[src/rtl/proc_pkg.sv]
// Shared definitions for the processor memory path: access-size encodings,
// the data-memory controller state type and the alignment legality rule.
package proc_pkg;

  localparam logic [1:0] LEN_BYTE = 2'b00;
  localparam logic [1:0] LEN_HALF = 2'b01;
  localparam logic [1:0] LEN_WORD = 2'b10;

  typedef enum logic [1:0] {
    IDLE,
    REQ,
    DONE
  } dmem_state_t;

  // Byte accesses go anywhere, halves need an even address, words need a
  // word-aligned address; the reserved size is never legal.
  function automatic logic access_legal(input logic [1:0] len, input logic [1:0] off);
    logic ok;
    case (len)
      LEN_BYTE: ok = 1'b1;
      LEN_HALF: ok = ~off[0];
      LEN_WORD: ok = (off == 2'b00);
      default:  ok = 1'b0;
    endcase
    return ok;
  endfunction

endpackage

[src/rtl/mem_align.sv]
// Byte-lane alignment for the data bus: the store path moves right-aligned
// store data onto its lanes and builds byte enables, the load path pulls the
// addressed lane back down and sign- or zero-extends it.
module mem_align
  import proc_pkg::*;
(
  input  logic [1:0]  st_len,
  input  logic [1:0]  st_off,
  input  logic [31:0] st_data,
  output logic [3:0]  st_be,
  output logic [31:0] st_lanes,
  input  logic [1:0]  ld_len,
  input  logic [1:0]  ld_off,
  input  logic        ld_sign,
  input  logic [31:0] ld_word,
  output logic [31:0] ld_data
);

  logic [31:0] ld_shifted;

  // Store path: lane shift and byte enables from size and low address bits.
  always_comb begin
    st_lanes = st_data << {st_off, 3'b000};
    case (st_len)
      LEN_BYTE: st_be = 4'b0001 << st_off;
      LEN_HALF: st_be = 4'b0011 << st_off;
      LEN_WORD: st_be = 4'b1111;
      default:  st_be = '0;
    endcase
  end

  // Load path: shift the addressed lane to bit 0, truncate, then extend.
  always_comb begin
    ld_shifted = ld_word >> {ld_off, 3'b000};
    case (ld_len)
      LEN_BYTE: ld_data = {{24{ld_sign & ld_shifted[7]}}, ld_shifted[7:0]};
      LEN_HALF: ld_data = {{16{ld_sign & ld_shifted[15]}}, ld_shifted[15:0]};
      default:  ld_data = ld_shifted;
    endcase
  end

endmodule

[src/rtl/data_mem_ctrl.sv]
// Data-memory access controller: accepts one load/store from the MEM stage,
// runs a req/ack word-bus transaction with byte enables, returns extended
// load data and stalls the pipeline while the access is outstanding.
module data_mem_ctrl
  import proc_pkg::*;
#(
  parameter int unsigned TIMEOUT = 255,
  parameter int unsigned CNT_W   = 8
) (
  input  logic        clk,
  input  logic        rst,
  input  logic        mem_read_en,
  input  logic        mem_write_en,
  input  logic [1:0]  length,
  input  logic        sign,
  input  logic [31:0] addr,
  input  logic [31:0] write_data,
  output logic [31:0] read_data,
  output logic        stall,
  output logic        access_err,
  output logic        bus_req,
  output logic        bus_we,
  output logic [31:0] bus_addr,
  output logic [3:0]  bus_be,
  output logic [31:0] bus_wdata,
  input  logic        bus_ack,
  input  logic [31:0] bus_rdata
);

  dmem_state_t      state_q, state_d;
  logic [CNT_W-1:0] cnt_q, cnt_d;
  logic             bus_req_q, bus_req_d;
  logic             bus_we_q, bus_we_d;
  logic [31:0]      bus_addr_q, bus_addr_d;
  logic [3:0]       bus_be_q, bus_be_d;
  logic [31:0]      bus_wdata_q, bus_wdata_d;
  logic [1:0]       len_q, len_d;
  logic             sign_q, sign_d;
  logic [1:0]       off_q, off_d;
  logic [31:0]      read_data_q, read_data_d;
  logic             tmo_err_q, tmo_err_d;

  logic        one_en, any_en, req_ok, req_bad;
  logic [3:0]  st_be;
  logic [31:0] st_lanes, ld_data;

  mem_align u_align (
    .st_len   (length),
    .st_off   (addr[1:0]),
    .st_data  (write_data),
    .st_be    (st_be),
    .st_lanes (st_lanes),
    .ld_len   (len_q),
    .ld_off   (off_q),
    .ld_sign  (sign_q),
    .ld_word  (bus_rdata),
    .ld_data  (ld_data)
  );

  // Request classification in IDLE and the pipeline-facing outputs.
  always_comb begin
    one_en     = mem_read_en ^ mem_write_en;
    any_en     = mem_read_en | mem_write_en;
    req_ok     = (state_q == IDLE) && one_en && access_legal(length, addr[1:0]);
    req_bad    = (state_q == IDLE) && any_en && !req_ok;
    stall      = req_ok || (state_q == REQ);
    access_err = req_bad || tmo_err_q;
    read_data  = req_bad ? '0 : read_data_q;
  end

  // Next-state and registered-output computation for the bus FSM.
  always_comb begin
    state_d     = state_q;
    cnt_d       = cnt_q;
    bus_req_d   = bus_req_q;
    bus_we_d    = bus_we_q;
    bus_addr_d  = bus_addr_q;
    bus_be_d    = bus_be_q;
    bus_wdata_d = bus_wdata_q;
    len_d       = len_q;
    sign_d      = sign_q;
    off_d       = off_q;
    read_data_d = read_data_q;
    tmo_err_d   = 1'b0;
    case (state_q)
      IDLE: begin
        if (req_ok) begin
          state_d     = REQ;
          cnt_d       = '0;
          bus_req_d   = 1'b1;
          bus_we_d    = mem_write_en;
          bus_addr_d  = {addr[31:2], 2'b00};
          bus_be_d    = st_be;
          bus_wdata_d = st_lanes;
          len_d       = length;
          sign_d      = sign;
          off_d       = addr[1:0];
        end
      end
      REQ: begin
        cnt_d = cnt_q + CNT_W'(1);
        // An ack in the final allowed cycle still wins over the timeout.
        if (bus_ack) begin
          state_d   = DONE;
          bus_req_d = 1'b0;
          if (!bus_we_q) read_data_d = ld_data;
        end else if (cnt_q == CNT_W'(TIMEOUT - 1)) begin
          state_d   = DONE;
          bus_req_d = 1'b0;
          tmo_err_d = 1'b1;
          if (!bus_we_q) read_data_d = '0;
        end
      end
      DONE: begin
        state_d = IDLE;
        cnt_d   = '0;
      end
      default: state_d = IDLE;
    endcase
  end

  // State and registered bus outputs, cleared asynchronously on reset.
  always_ff @(posedge clk or posedge rst) begin
    if (rst) begin
      state_q     <= IDLE;
      cnt_q       <= '0;
      bus_req_q   <= 1'b0;
      bus_we_q    <= 1'b0;
      bus_addr_q  <= '0;
      bus_be_q    <= '0;
      bus_wdata_q <= '0;
      len_q       <= LEN_BYTE;
      sign_q      <= 1'b0;
      off_q       <= '0;
      read_data_q <= '0;
      tmo_err_q   <= 1'b0;
    end else begin
      state_q     <= state_d;
      cnt_q       <= cnt_d;
      bus_req_q   <= bus_req_d;
      bus_we_q    <= bus_we_d;
      bus_addr_q  <= bus_addr_d;
      bus_be_q    <= bus_be_d;
      bus_wdata_q <= bus_wdata_d;
      len_q       <= len_d;
      sign_q      <= sign_d;
      off_q       <= off_d;
      read_data_q <= read_data_d;
      tmo_err_q   <= tmo_err_d;
    end
  end

  assign bus_req   = bus_req_q;
  assign bus_we    = bus_we_q;
  assign bus_addr  = bus_addr_q;
  assign bus_be    = bus_be_q;
  assign bus_wdata = bus_wdata_q;

endmodule
[config.mk]
export PLATFORM = sky130hd
export DESIGN_NAME = data_mem_ctrl
export DESIGN_NICKNAME = d
export VERILOG_FILES = /design/src/rtl/proc_pkg.sv /design/src/rtl/mem_align.sv /design/src/rtl/data_mem_ctrl.sv
export SDC_FILE = /design/constraint.sdc
export NUM_CORES = 1
export LEC_CHECK = 0
export ABC_AREA = 1
export CAP_MARGIN = 10
export CORE_UTILIZATION = 42
export DETAILED_ROUTE_END_ITERATION = 16
export PLACE_DENSITY = 0.8
export SYNTH_ARGS = -nofsm -noshare
export SYNTH_HDL_FRONTEND = slang
export SYNTH_SLANG_ARGS = --single-unit
[constraint.sdc]
create_clock -name clk -period 3.7 [get_ports clk]
set_clock_uncertainty 0.05 [all_clocks]
set_input_delay 0.74 -clock clk [delete_from_list [all_inputs] [get_ports clk]]
set_output_delay 0.74 -clock clk [all_outputs]
set_load 0.005 [all_outputs]
Word-level counts from Yosys, hierarchy flattened --
Index checks and enable logic that the tools add are counted. Widths: inputs -> output; s select.
Storage, ports and cells: flip-flop bits (word level) 116, latch bits 0, RAM bits 0, ROM bits 0, output and inout port bits 104, logic and storage cells 71, memories kept 0
Operators by class: add/subtract/negate cells 1, multipliers 0, div/mod/pow operators 0, $lt $le $gt $ge 0, eq/ne operators 8, shift operators 4, multiplexer cells 21, bitwise logic cells 6, reductions and logical operators 19
Operators by type and width (count):
- $mux 32 | 5
- $pmux 32 s2 | 1
- $shl 32x5->32 | 1
- $shr 32x5->32 | 1
- $pmux 8 s3 | 1
- $pmux 4 s3 | 1
- $add 8x1->8 const B | 1
- $eq 8x8->1 const B | 1
- $logic_not 2->1 | 4
- $mux 8 | 1
- $eq 2x1->1 const B | 3
- $mux 1 | 6
- $mux 2 | 3
- $reduce_and 2->1 | 3
- $reduce_and 3->1 | 2
- $eq 2x2->1 const B | 2
- $logic_and 1x1->1 | 4
- $pmux 2 s2 | 1
- $reduce_bool 2->1 | 2
- $shl 1x2->4 const A | 1
- $shl 2x2->4 const A | 1
- $ne 3x2->1 const B | 1
- $pmux 1 s3 | 1
- $reduce_bool 3->1 | 1
- 8 further kinds | 11

Depth between registers and ports, before layout --
word-level depth 6, mapped depth 10

By module --
From an unflattened synthesis, not the netlist that was laid out.
Unflattened totals: cell total of the unflattened synthesis 885, area total of the unflattened synthesis 6580.1 um2
Modules (own cells, without submodules):
- data_mem_ctrl | times used 1, cells an instance 619, area each 5156.2 um2, sequential area each 2902.8 um2
- mem_align | times used 1, cells an instance 266, area each 1423.9 um2, sequential area each 0.0 um2

Worst setup path before layout --
No wires, ideal clock.
path kind input -> output, start in mem_read_en, end out read_data[10], arrival time 1660 ps, required time 2910 ps, slack 1250 ps, stages on the path 9, path buffers 1, cells stage by stage inv_1 -> ha_1 -> inv_1 -> nor2_1 -> nand2_1 -> nand2_1 -> nor2_2 -> buf_4 -> nor2_1
On the way: cells in the longest elaborated chain, start to end 6, elaborated cells on any way between the ends 8, those cells by class mux (1); bitwise (2); reduce/logical (5)
RTL lines:
- from (decl) | RTL line data_mem_ctrl.sv:12 | input logic mem_read_en,
- $xor 1x1->1 | RTL line data_mem_ctrl.sv:62 | one_en = mem_read_en ^ mem_write_en;
- $logic_and 1x1->1 (2 in a row) | RTL line data_mem_ctrl.sv:64 | req_ok = (state_q == IDLE) && one_en && access_legal(length, addr[1:0]);
- $logic_not 1->1 | RTL line data_mem_ctrl.sv:65 | req_bad = (state_q == IDLE) && any_en && !req_ok;
- $logic_and 1x1->1 (*) | RTL line data_mem_ctrl.sv:65
- $mux 32 (*) | RTL line data_mem_ctrl.sv:68 | read_data = req_bad ? '0 : read_data_q;
- to (decl) | RTL line data_mem_ctrl.sv:18 | output logic [31:0] read_data,
Mark *: on every way between the ends. The rest lies on a longest branch, timed or not.

Final worst setup path --
start in mem_write_en, end out read_data[30]
On the way: cells in the longest elaborated chain, start to end 6, elaborated cells on any way between the ends 8, those cells by class mux (1); bitwise (2); reduce/logical (5)
RTL lines:
- from (decl) | RTL line data_mem_ctrl.sv:13 | input logic mem_write_en,
- $xor 1x1->1 | RTL line data_mem_ctrl.sv:62
- $logic_and 1x1->1 (2 in a row) | RTL line data_mem_ctrl.sv:64
- $logic_not 1->1 | RTL line data_mem_ctrl.sv:65
- $logic_and 1x1->1 (*) | RTL line data_mem_ctrl.sv:65
- $mux 32 (*) | RTL line data_mem_ctrl.sv:68
Marks and branches as above.

==> flow_metrics.py <==
metrics = {
    "status": {
        "status": "completed",
    },
    "final_layout": {
        "syn_to_final_growth_pct": 42.0,
        "drive_gt1_share_pct": 7.17,
        "nets": 1154,
        "antenna_cells": 0,
        "fill_cells": 1301,
    },
    "hold_path": {
        "hold_depth": 2,
        "hp-class": "reg2reg",
        "min_to": "read_data_q[9]",
        "hold_start": "read_data_q[9]",
    },
    "cts": {
        "clkLatencyLatePin_ns": 0.41,
        "cts_tree": "done",
        "path_clk_slew_ns": 0.06,
        "clock_sinks": 116,
        "cts_buffer_depth": 2,
        "htree_levels": 4,
        "cts_setup_buffers": 0,
        "numCtsBuffers": 17,
        "ctsResizeCount": 0,
        "holdBufCountCts": 0,
        "cts_root_buffer": "clkbuf_16",
    },
    "worst_setup_path": {
        "critPathCaptureType": "output port",
        "r2r_slack_ns": 1.57,
        "reg2regPathDepth": 9,
        "required_ns": 2.91,
        "start_kind": "primary input",
        "r2r_start": "state_q[1]",
        "crit_path_max_fanout": 32,
        "cp_data_arrival_time_ns": 2.70,
        "critPathLaunch": "mem_write_en",
        "critPathKind": "in2out",
        "r2r_end": "bus_wdata[31]",
    },
    "logic_synthesis": {
        "netlist.top_cell.by_area": "dfrtp_1",
        "avgSynthCellArea_um2": 7.25,
        "synthCells": 864,
        "synth_xor_area_share_pct": 0,
        "synthMuxAreaShare_pct": 0,
        "synthAdderAreaFrac_pct": 0.599,
        "synth-seq-cells": 116,
        "yosys-top-cells-count": "nand2_1, dfrtp_1, nand3_1",
        "synth_area_leaders": "dfrtp_1, nand2_1, nand3_1",
        "synth_compound_area_share_pct": 6.91,
        "synth_ff_type": "dfrtp_1",
        "yosys.area_share.simple_pct": 36.4,
        "synth-seq-area-share_pct": 46.3,
        "synth_top_family_by_area": "simple AND/OR/NAND/NOR gates",
        "netlist_area_um2": 6260,
        "yosysMostFrequentCell": "nand2_1",
        "yosysUniqueCellTypes": 29,
        "synthArstFlopShare_pct": 100,
        "synth_warnings": 0,
        "synth_top_area_share_pct": 46.3,
        "synth_edf_count": 0,
    },
    "power": {
        "power_density_nw_per_um2": 716,
        "p_leak_nw": 4.38,
        "internal_power_w": 0.00409,
        "peakVddDrop_v": 0.000415,
        "p_switching_w": 0.00228,
        "combPwrFrac_pct": 41.2,
        "p_total_w": 0.00637,
        "swShare_pct": 35.7,
        "seqPwrFrac_pct": 33.2,
        "clockPowerShare_pct": 25.7,
    },
    "timing": {
        "rsz0062_at_grt": "false",
        "period_share_pct": 94.4,
        "setup-tns-final_ns": 0,
        "worst_slew_pin_slew_ns": 0.874,
        "period_needed_ns": 3.49,
        "hold_viol_final": 0,
        "setup_viol": 0,
        "drv_slew": 0,
        "slew_headroom_pct": 41.7,
        "fmax_mhz": 286,
    },
    "route": {
        "drt_iter0_drc": 485,
        "first_pass_iters": 5,
        "drc": 0,
        "wl_per_cell_um": 13.9,
        "via_count": 6147,
        "ant_nets": 0,
        "wl_um": 17300,
        "vias_per_cell": 4.94,
    },
    "job": {
        "drv_cap": 0,
    },
    "global_route": {
        "track_usage_pct": 23.4,
        "grt_pass1_wl_um": 27400,
        "grt_max_degree": 117,
        "overflow": 0,
        "grt_pass1_vias": 5650,
        "antenna_found_initial": 0,
    },
    "die": {
        "core_um2": 14500,
        "die_height_um": 124,
        "row_count": 44,
        "dieArea_um2": 15400,
        "start_util_pct": 43.1,
        "die_x_um": 124,
        "boundaryPins": 208,
    },
    "place": {
        "place_congestion": 0.897,
        "io_buffers": 205,
        "hpwlAfterDp_um": 11800,
    },
}
## power groups by stage
stage | registers [W] | clock network (W) | logic, W
after detailed placement | 0.00211 | 0 | 0.00263
final | 0.00211 | 0.00163 | 0.00262
after floorplan | 0.00205 | 0 | 0.00146
after global routing | 0.00218 | 0.00172 | 0.00294
after global placement | 0.00211 | 0 | 0.00260
after CTS | 0.00211 | 0.00166 | 0.00264
## state kept, by name, summed over array words and instances (netlist names), 2 cells and up
name and count:
off_q 2, state_q 2, read_data_q 32, cnt_q 8
len_q 2, bus_addr 30, bus_be 4, bus_wdata 32
## how the worst max path moves through the flow
stage	slack (ns)	endpoint
finish	0.21	read_data[30]
global route	0.06	read_data[2]
CTS	0.21	read_data[30]
detailed placement	0.21	read_data[30]
global placement	0.25	read_data[31]
floorplan	1.25	read_data[10]
## critical path, stage by stage
cell and delay, ns:
clkdlybuf4s50_1 0.45, inv_1 0.05, ha_1 0.26, inv_1 0.03, nor2_1 0.11, nand2_2 0.08
nand2_1 0.11, nor2_2 0.07, buf_12 0.16, nor2_1 0.10, clkdlybuf4s50_1 0.52
## kinds of logic (layout without fill, tap and decap cells)
kind of cell / after synthesis / count (layout)
compound gates: 75 / 75
fa+ha+maj: 3 / 3
other cells: 1 / 2
simple gates: 553 / 553
buf+inv: 116 / 311
flops: 116 / 116
## metrics by stage
stage	std cells	area, µm²	setup slack (ns)	hold slack [ns]	utilization (%)
finish	1244	8900	0.206	0.422	61.2
global route	1244	8900	0.0587	0.441	61.2
CTS	1244	8900	0.208	0.424	61.2
detailed placement	1212	8300	0.212	0.410	57.1
global placement	1212	8300	0.250	0.405	57.1
floorplan	865	6270	1.25	0.392	-
## cell usage in the layout, fill, tap and decap left out, drive strengths merged
| cell type | netlist | routed |
|---|---|---|
| dfrtp | 116 | 116 |
| nor2 | 48 | 48 |
| nand2 | 423 | 423 |
| o21ai | 33 | 33 |
| nand3 | 69 | 69 |
| a31oi | 6 | 6 |
| inv | 66 | 67 |
| clkinv | 0 | 7 |
| clkbuf | 5 | 18 |
| ha | 3 | 3 |
| nor3 | 7 | 7 |
| clkdlybuf4s50 | 0 | 205 |
| buf | 45 | 8 |
| o211ai | 7 | 7 |
| bufinv | 0 | 2 |
| conb | 1 | 2 |
| clkinvlp | 0 | 4 |
| or2 | 6 | 6 |
| o21bai | 1 | 1 |
| a21oi | 28 | 28 |
## layer usage
layer | wire [µm] | share of wire (%) | vias up | GRT usage (%)
met1 | 7240 | 42 | 2806 | 29.3
met2 | 8000 | 46 | 262 | 36.7
li1 | - | - | 3052 | -
met3 | 1800 | 10 | 27 | 8.97
met4 | 288 | 1.7 | 0 | 8.33
met5 | 0 | 0 | - | 0
## layout make-up
| cell class | instances | area [µm²] | share of cell area, % |
|---|---|---|---|
| clock buffer | 18 | 439 | 4.94 |
| clock inverter | 14 | 154 | 1.73 |
| inverter | 66 | 259 | 2.91 |
| multi-input combinational | 633 | 2760 | 31.1 |
| sequential | 116 | 2900 | 32.6 |
| tap | 184 | 230 | 2.59 |
| timing repair buffer | 213 | 2150 | 24.2 |
Note: power is estimated with default switching activity, not from simulation.
